`src/rtl/branch_predictor_btb_if.sv`:
```
// Fetch-lookup, resolve-update and statistics bus of the direct-mapped BTB.
// The master side drives fetch/update/flush; the slave side is the predictor.
interface branch_predictor_btb_if #(
  parameter int PC_W = 8
);
  logic [PC_W-1:0] fetch_pc;
  logic            pred_taken;
  logic [PC_W-1:0] pred_target;
  logic            upd_valid;
  logic [PC_W-1:0] upd_pc;
  logic            upd_taken;
  logic [PC_W-1:0] upd_target;
  logic            upd_mispredict;
  logic            flush;
  logic [15:0]     stat_branches;
  logic [15:0]     stat_mispredicts;

  // upd_* fields are meaningful only in cycles where upd_valid=1; there is no
  // back-pressure, every valid update is consumed at the next rising edge.
  modport master (
    output fetch_pc, upd_valid, upd_pc, upd_taken, upd_target, upd_mispredict, flush,
    input  pred_taken, pred_target, stat_branches, stat_mispredicts
  );

  modport slave (
    input  fetch_pc, upd_valid, upd_pc, upd_taken, upd_target, upd_mispredict, flush,
    output pred_taken, pred_target, stat_branches, stat_mispredicts
  );
endinterface

```
`src/rtl/branch_predictor_btb.sv`:
```
// Direct-mapped branch target buffer with 2-bit saturating direction counters.
// Define BP_STATS_EN to build the saturating branch/mispredict counters.
module branch_predictor_btb #(
  parameter int PC_W    = 8,
  parameter int ENTRIES = 16
) (
  input logic                  CLK,
  input logic                  reset,
  branch_predictor_btb_if.slave bus
);
  localparam int IDX_W = $clog2(ENTRIES);
  localparam int TAG_W = PC_W - IDX_W;

  logic [ENTRIES-1:0] r_valid;
  logic [TAG_W-1:0]   r_tag    [ENTRIES];
  logic [PC_W-1:0]    r_target [ENTRIES];
  logic [1:0]         r_ctr    [ENTRIES];

  logic [IDX_W-1:0] w_f_idx;
  logic [TAG_W-1:0] w_f_tag;
  logic             w_f_hit;
  logic [IDX_W-1:0] w_u_idx;
  logic [TAG_W-1:0] w_u_tag;
  logic             w_u_hit;
  logic [1:0]       w_ctr_next;

  assign w_f_idx = bus.fetch_pc[IDX_W-1:0];
  assign w_f_tag = bus.fetch_pc[PC_W-1:IDX_W];
  assign w_f_hit = r_valid[w_f_idx] && (r_tag[w_f_idx] == w_f_tag);

  // Lookup reads registered state only, so a same-cycle update is seen next cycle.
  assign bus.pred_taken  = w_f_hit && r_ctr[w_f_idx][1];
  assign bus.pred_target = w_f_hit ? r_target[w_f_idx] : '0;

  assign w_u_idx = bus.upd_pc[IDX_W-1:0];
  assign w_u_tag = bus.upd_pc[PC_W-1:IDX_W];
  assign w_u_hit = r_valid[w_u_idx] && (r_tag[w_u_idx] == w_u_tag);

  always_comb begin
    w_ctr_next = r_ctr[w_u_idx];
    if (bus.upd_taken) begin
      if (w_ctr_next != 2'b11) w_ctr_next = w_ctr_next + 2'b01;
    end else begin
      if (w_ctr_next != 2'b00) w_ctr_next = w_ctr_next - 2'b01;
    end
  end

  always_ff @(posedge CLK or negedge reset) begin
    if (!reset) begin
      r_valid <= '0;
      for (int i = 0; i < ENTRIES; i++) begin
        r_tag[i]    <= '0;
        r_target[i] <= '0;
        r_ctr[i]    <= 2'b01;
      end
    end else if (bus.flush) begin
      // Flush wins over a simultaneous update; counters and targets are kept.
      r_valid <= '0;
    end else if (bus.upd_valid) begin
      if (w_u_hit) begin
        r_ctr[w_u_idx] <= w_ctr_next;
        if (bus.upd_taken) r_target[w_u_idx] <= bus.upd_target;
      end else if (bus.upd_taken) begin
        r_valid[w_u_idx]  <= 1'b1;
        r_tag[w_u_idx]    <= w_u_tag;
        r_target[w_u_idx] <= bus.upd_target;
        r_ctr[w_u_idx]    <= 2'b10;
      end
    end
  end

`ifdef BP_STATS_EN
  logic [15:0] r_stat_br;
  logic [15:0] r_stat_mp;

  // Counting ignores flush; only reset clears the counters.
  always_ff @(posedge CLK or negedge reset) begin
    if (!reset) begin
      r_stat_br <= '0;
      r_stat_mp <= '0;
    end else begin
      if (bus.upd_valid && (r_stat_br != 16'hFFFF)) r_stat_br <= r_stat_br + 16'd1;
      if (bus.upd_valid && bus.upd_mispredict && (r_stat_mp != 16'hFFFF))
        r_stat_mp <= r_stat_mp + 16'd1;
    end
  end

  assign bus.stat_branches    = r_stat_br;
  assign bus.stat_mispredicts = r_stat_mp;
`else
  logic w_unused_mispredict;
  assign w_unused_mispredict  = bus.upd_mispredict;
  assign bus.stat_branches    = 16'h0000;
  assign bus.stat_mispredicts = 16'h0000;
`endif
endmodule

```
`src/flat_wrapper.sv`:
```
// flat-port wrapper written by rule: the top's interface ports become plain ports
module branch_predictor_btb_flat 
#(
  parameter int PC_W    = 8,
  parameter int ENTRIES = 16
)
  (CLK, reset, bus_fetch_pc, bus_upd_valid, bus_upd_pc, bus_upd_taken, bus_upd_target, bus_upd_mispredict, bus_flush, bus_pred_taken, bus_pred_target, bus_stat_branches, bus_stat_mispredicts);
  branch_predictor_btb_if #(.PC_W(PC_W)) bus_i ();
  input logic CLK;
  input logic reset;
  input wire logic [$bits(bus_i.fetch_pc)-1:0] bus_fetch_pc;
  input wire logic [$bits(bus_i.upd_valid)-1:0] bus_upd_valid;
  input wire logic [$bits(bus_i.upd_pc)-1:0] bus_upd_pc;
  input wire logic [$bits(bus_i.upd_taken)-1:0] bus_upd_taken;
  input wire logic [$bits(bus_i.upd_target)-1:0] bus_upd_target;
  input wire logic [$bits(bus_i.upd_mispredict)-1:0] bus_upd_mispredict;
  input wire logic [$bits(bus_i.flush)-1:0] bus_flush;
  output wire logic [$bits(bus_i.pred_taken)-1:0] bus_pred_taken;
  output wire logic [$bits(bus_i.pred_target)-1:0] bus_pred_target;
  output wire logic [$bits(bus_i.stat_branches)-1:0] bus_stat_branches;
  output wire logic [$bits(bus_i.stat_mispredicts)-1:0] bus_stat_mispredicts;
  assign bus_i.fetch_pc = bus_fetch_pc;
  assign bus_i.upd_valid = bus_upd_valid;
  assign bus_i.upd_pc = bus_upd_pc;
  assign bus_i.upd_taken = bus_upd_taken;
  assign bus_i.upd_target = bus_upd_target;
  assign bus_i.upd_mispredict = bus_upd_mispredict;
  assign bus_i.flush = bus_flush;
  assign bus_pred_taken = bus_i.pred_taken;
  assign bus_pred_target = bus_i.pred_target;
  assign bus_stat_branches = bus_i.stat_branches;
  assign bus_stat_mispredicts = bus_i.stat_mispredicts;
  branch_predictor_btb #(.PC_W(PC_W), .ENTRIES(ENTRIES)) u_core (.CLK(CLK), .reset(reset), .bus(bus_i));
endmodule
```
`config.mk`:
```
export PLATFORM = sky130hd
export DESIGN_NAME = branch_predictor_btb_flat
export DESIGN_NICKNAME = d
export VERILOG_FILES = /design/src/rtl/branch_predictor_btb_if.sv /design/src/rtl/branch_predictor_btb.sv /design/src/flat_wrapper.sv
export SDC_FILE = /design/constraint.sdc
export NUM_CORES = 1
export LEC_CHECK = 0
export BUFFER_PORTS_ARGS = -buffer_cell sky130_fd_sc_hd__buf_2
export CAP_MARGIN = 15
export CORE_MARGIN = 3
export CORE_UTILIZATION = 45
export DETAILED_ROUTE_END_ITERATION = 12
export GPL_TIMING_DRIVEN = 0
export PLACE_DENSITY = 0.68
export SETUP_SLACK_MARGIN = 0.1
export SLEW_MARGIN = 25
export SYNTH_ARGS = -nofsm -noshare
export SYNTH_HDL_FRONTEND = slang
export SYNTH_SLANG_ARGS = --single-unit
```
`constraint.sdc`:
```
create_clock -name CLK -period 5.9 [get_ports CLK]
set_input_delay 1.18 -clock CLK [delete_from_list [all_inputs] [get_ports CLK]]
set_output_delay 1.18 -clock CLK [all_outputs]
set_load 0.1 [all_outputs]
```
# Yosys cells after proc, flatten, opt, wreduce, memory -nomap -nowiden
# Cells that the tools add are included.
word_totals:
  regBits: 240
  word_cells: 122
  out_inout_bits: 41
  inputBits: 30
classes:
  n_mux: 40
  n_reduce_logical: 13
  bitwise_logic: 8
  eq_ne: 4
  n_addsub: 2
  n_lt_le_gt_ge: 6
ops:
  columns: ["operator", "n"]
  rows:
  - ["bitwise mux 128 bit", 1]
  - ["bitwise mux 64 bit", 1]
  - ["2-to-1 mux 16 bit", 4]
  - ["2-to-1 mux 32 bit", 2]
  - ["binary-select mux 4 bit (select 4 bit)", 2]
  - ["binary-select mux 8 bit (select 4 bit)", 1]
  - ["bitwise mux 32 bit", 1]
  - ["demux 8 bit (select 4 bit)", 1]
  - ["2-to-1 mux 8 bit", 4]
  - ["bitwise OR 16 bit", 2]
  - ["2-to-1 mux 4 bit", 5]
  - ["bitwise AND 16 bit", 1]
  - ["binary-select mux 2 bit (select 4 bit)", 2]
  - ["demux 4 bit (select 4 bit)", 1]
  - ["2-to-1 mux 2 bit", 8]
  - ["inverter 16 bit", 1]
  - ["greater-or-equal comparator 5 bit (second input constant)", 2]
  - ["less-than comparator 4 x 5 -> 1 bit (second input constant)", 2]
  - ["inverter 4 -> 5 bit", 2]
  - ["AND reduction 3 bit", 3]
  - ["binary-select mux 1 bit (select 4 bit)", 2]
  - ["demux 2 bit (select 4 bit)", 1]
  - ["equality test 4 bit", 2]
  - ["nonzero test 2 bit", 4]
  - ["other kinds (10)", 18]

# Depth between registers and ports, before layout
depth:
  depth_word: 9
  mapped_depth: 12
  ltp_nobuf: 7

# Least setup slack after synthesis
# No wires, ideal clock.
synth_path:
  path_type: "input-to-output"
  start: "in bus_fetch_pc[0]"
  end: "out bus_pred_taken"
  required_time_ps: 4720
  path_buffers: 1
  cell_stages: 6
  path_slack_ps: 389
  t_arrival_ps: 4331
  path_cell_list: "clkbuf_1 -> mux4_2 -> mux4_2 -> xor2_1 -> nor4_1 -> and3_1"
synth_between:
  elab_chain_cells: 7
  word_cells_on_any_way: 12
  cone_classes: "eq/ne (1); mux (8); bitwise (1); reduce/logical (2)"
synth_rtl:
  columns: ["item", "line_no", "rtl"]
  rows:
  - ["start: declaration", "flat_wrapper.sv:11", "input wire logic [$bits(bus_i.fetch_pc)-1:0] bus_fetch_pc;"]
  - ["inverter 4 -> 5 bit (not written as such)", "branch_predictor_btb.sv:29, branch_predictor_btb.sv:32", null]
  - ["binary-select mux 4 bit (select 4 bit)", "branch_predictor_btb.sv:29", "assign w_f_hit = r_valid[w_f_idx] && (r_tag[w_f_idx] == w_f_tag);"]
  - ["2-to-1 mux 4 bit (not written as such) (2 in series)", "branch_predictor_btb.sv:29", null]
  - ["equality test 4 bit", "branch_predictor_btb.sv:29", null]
  - ["logical AND 1 bit", "branch_predictor_btb.sv:29", null]
  - ["logical AND 1 bit *", "branch_predictor_btb.sv:32", "assign bus.pred_taken = w_f_hit && r_ctr[w_f_idx][1];"]
  - ["end: declaration", "flat_wrapper.sv:18", "output wire logic [$bits(bus_i.pred_taken)-1:0] bus_pred_taken;"]
# Mark *: on every way between the ends. The rest lies on a longest branch, timed or not. The select of a mux whose other input is x is not followed.

# Final worst setup path
layout_path:
  start: "in bus_fetch_pc[1]"
  end: "out bus_pred_target[2]"
layout_between:
  elab_chain_cells: 7
  word_cells_on_any_way: 12
  cone_classes: "eq/ne (1); mux (9); bitwise (1); reduce/logical (1)"
layout_rtl:
  columns: ["item", "line_no", "rtl"]
  rows:
  - ["inverter 4 -> 5 bit (not written as such)", "branch_predictor_btb.sv:29, branch_predictor_btb.sv:33", null]
  - ["binary-select mux 4 bit (select 4 bit)", "branch_predictor_btb.sv:29", null]
  - ["2-to-1 mux 4 bit (not written as such) (2 in series)", "branch_predictor_btb.sv:29", null]
  - ["equality test 4 bit", "branch_predictor_btb.sv:29", null]
  - ["logical AND 1 bit", "branch_predictor_btb.sv:29", null]
  - ["2-to-1 mux 8 bit *", "branch_predictor_btb.sv:33", "assign bus.pred_target = w_f_hit ? r_target[w_f_idx] : '0;"]
  - ["end: declaration", "flat_wrapper.sv:19", "output wire logic [$bits(bus_i.pred_target)-1:0] bus_pred_target;"]
# Marked as above.

==> out/results.txt <==
# diodes: 0
Worst-Skew Late Latency: 0.53 ns
Critical Path, Cell by Cell: clkbuf_1, clkbuf_4, clkbuf_1, clkbuf_2, mux4_2, mux4_2, and3_1, buf_2
Yosys warnings: 0
Seq/Total Area, Yosys: 48.99%
first-pass GRT wire length: 48.53 mm
routed via count: 7875
initial core utilization: 46.54%
CP Buf/Inv Count: 5
Max transition margin: 29.19%
Tcrit/Tclk final: 96.78%
peak supply drop: 0.2131 mV
NumNets Final: 998
area grow syn2layout: 13.44%
cell depth of the worst flop-to-flop path: 9
final slew viol count: 0
crit path max fanout: 10
root buf cell: clkbuf_16
Tot GR Track Use: 21.89%
HPWL after detailed placement: 21.19 mm
grt total ovfl: 0
worst hold stages: 1
DRT iter0 DRCs: 714
Die Ht: 171.3 um
die footprint: 29350 um2
Leakage Power: 6.309 nW
Synth cell types: 43
CP startpoint: bus_fetch_pc[1]
critical hold path startpoint: u_core.r_target[10]$_DFFE_PN0P_
H-tree depth: 1
Final setup violation count: 0
Placer Congestion: 0.8589
Core ar.: 26430 um2
Hold WS: 0.4985 ns
cells after synthesis: 874
wire per inst: 23.70 um
Worst path slowest cell: clkbuf_1
largest net degree at the start of global routing: 90
Cell Area, Synth: 12300 um2
DR pass1 iterations: 5
Routed Antenna Nets: 0
Worst-Margin Slew: 1.062 ns
clk buf depth: 3
max incr delay on CP: 0.60 ns
Tmin final: 5.710 ns
CP Launch Type: primary input
#FFs+latches synth: 240
r2r setup slk: 2.53 ns
total clock sinks: 240
drt drc: 0
Final Total Pwr: 4.175 mW
RSZ-0062 raised after global routing: no
vias in the first global route: 7933
I/O Buffers: 30
skew final: 0.009169 ns
Rows: 59
# fillers: 2196
post-CTS setup buffer count: 0
Clock Pin Slew Worst Setup and Hold Paths: 0.06 ns
syn avg cell area: 14.07 um2
final core occ: 52.80%
share of post-route cells with drive strength above 1: 45.45%
status: completed
Design Area, Final: 13950 um2
Post-DP Area: 13100 um2
Worst EP required: 4.72 ns
Final Hold Fails: 0
pre-CTS WS: -0.4201 ns
PwrDens: 299.2 nW/um2
Worst setup EP type: output port
Via density: 5.952
stages on the worst setup path: 8
Top Ports: 71
final wirelength: 31.36 mm
Hold WC Path Type: flip-flop to flip-flop
CTS Buf Count: 26
Reg-to-Reg Start: u_core.r_tag[1]$_DFFE_PN0P_
Crit Path Category: primary input to output port
Crit path max-delay family: buffers and inverters
Peak Freq: 175.1 MHz
CP arrival: 4.53 ns
initial antenna violation count: 1
Die Width: 171.3 um
CTS tree: done
max_cap viols: 0
final setup margin: 0.1902 ns
## layout by cell type, fill, tap and decap left out, drive strengths merged, types with 3 or more instances in the layout
cell type | netlist | routed
a21oi | 4 | 4
a22oi | 19 | 19
a32o | 16 | 16
and3 | 11 | 11
buf | 52 | 85
clkbuf | 51 | 93
clkinv | 0 | 5
conb | 1 | 32
dfrtp | 224 | 224
dfstp | 16 | 16
inv | 35 | 35
mux2 | 179 | 179
mux2i | 9 | 9
mux4 | 98 | 98
nand2 | 28 | 28
nand3 | 3 | 3
nor2 | 16 | 16
nor2b | 4 | 4
nor3 | 6 | 6
nor3b | 3 | 3
nor4 | 3 | 3
o21ai | 60 | 60
or2 | 14 | 14
xnor2 | 3 | 3
xor2 | 4 | 4
## path summary, 6_finish.rpt
kind / endpoint
setup / recovery: bus_pred_target[2]
hold / removal: u_core.r_target[10]$_DFFE_PN0P_
setup reg to reg: u_core.r_ctr[13]$_DFFE_PN0P_
hold reg to reg: u_core.r_target[10]$_DFFE_PN0P_
max in group asynchronous: u_core.r_ctr[20]$_DFFE_PN1P_
min in group asynchronous: u_core.r_target[47]$_DFFE_PN0P_
## report_power, final
part | switching [mW] | internal, mW
combinational | 0.328 | 0.317
sequential | 0.100 | 1.82
clock | 0.669 | 0.937
## worst reg2reg max path: cells and delay by family, from the launching register on
| kind | cells | cell delay [ns] |
|---|---|---|
| compound gates | 4 | 1.08 |
| xor+xnor | 1 | 0.18 |
| buf+inv | 2 | 0.55 |
| flops | 1 | 0.40 |
| mux | 2 | 1.03 |
## state kept, by name, summed over array words and instances, names as in the netlist
register         cells
u_core.r_target    128
u_core.r_tag        64
u_core.r_ctr        32
u_core.r_valid      16
## layout make-up
| cell class | count | area, um2 | share of cell area (%) |
|---|---|---|---|
| Inverter | 35 | 131.4 | 0.9415 |
| Clock inverter | 8 | 85.08 | 0.6098 |
| Tap cell | 335 | 419.2 | 3.004 |
| Timing Repair Buffer | 35 | 236.5 | 1.695 |
| Clock buffer | 40 | 763.2 | 5.470 |
| Multi-Input combinational cell | 527 | 5720 | 41.00 |
| Sequential cell | 240 | 6026 | 43.19 |
| Buffer | 103 | 571.8 | 4.098 |
## Yosys cell counts (all sizes together)
cell type	n	share of area (%)
and3	11	0.56
nand2b	1	0.051
and4	1	0.071
o21ai	60	2.4
maj3	1	0.081
a21oi	4	0.16
nor3	6	0.24
nor4	3	0.20
nand3	3	0.12
nor2	16	0.49
dfstp	16	3.4
conb	1	0.030
xor2	4	0.28
nor3b	3	0.18
mux4	98	18
a22oi	19	1.2
clkbuf	51	1.6
or2b	2	0.14
a32o	16	1.3
a2111oi	1	0.22
o21a	1	0.12
buf	52	2.9
o31ai	1	0.061
nand4	1	0.051
mux2	179	16
o221ai	2	0.14
nand2	28	0.85
inv	35	1.1
nor2b	4	0.20
and2	1	0.051
xnor2	3	0.21
mux2i	9	0.73
dfrtp	224	46
nand3b	2	0.12
a41oi	1	0.071
or2	14	0.71
## metrics by stage
| stage | instances | TNS (ns) |
|---|---|---|
| after detailed placement | 1275 | -3.362 |
| after global placement | 1270 | -146.30 |
| after floorplan | 905 | 0 |
| after global routing | 1323 | 0 |
| final | 1323 | 0 |
| after CTS | 1323 | 0 |
## repair_timing
item	in CTS	in global routing
hold buffers	0	0
setup endpoints to repair	9	2
gates resized for setup	5	1
gates cloned	0	0
endpoints found under the hold margin	0	0
## kinds of logic after synthesis
logic type / after synthesis / synth area share [%]
compound gates: 105 / 5.686
xor+xnor: 7 / 0.4984
fa+ha+maj: 1 / 0.08138
buf+inv: 138 / 5.595
flops: 240 / 48.99
mux: 286 / 35.06
other cells: 1 / 0.03049
simple gates: 96 / 4.059
## routing by layer
metal | share of wire, % | vias to the layer above | wire [um] | track usage [%]
met2 | 47 | 266 | 14730 | 34.10
met1 | 43 | 4156 | 13550 | 31.44
met4 | 2.5 | 2 | 790 | 5.808
met5 | 0.041 | - | 13 | 0
li1 | - | 3393 | - | -
met3 | 7.2 | 58 | 2267 | 4.987
(Power assumes the default switching activity.)
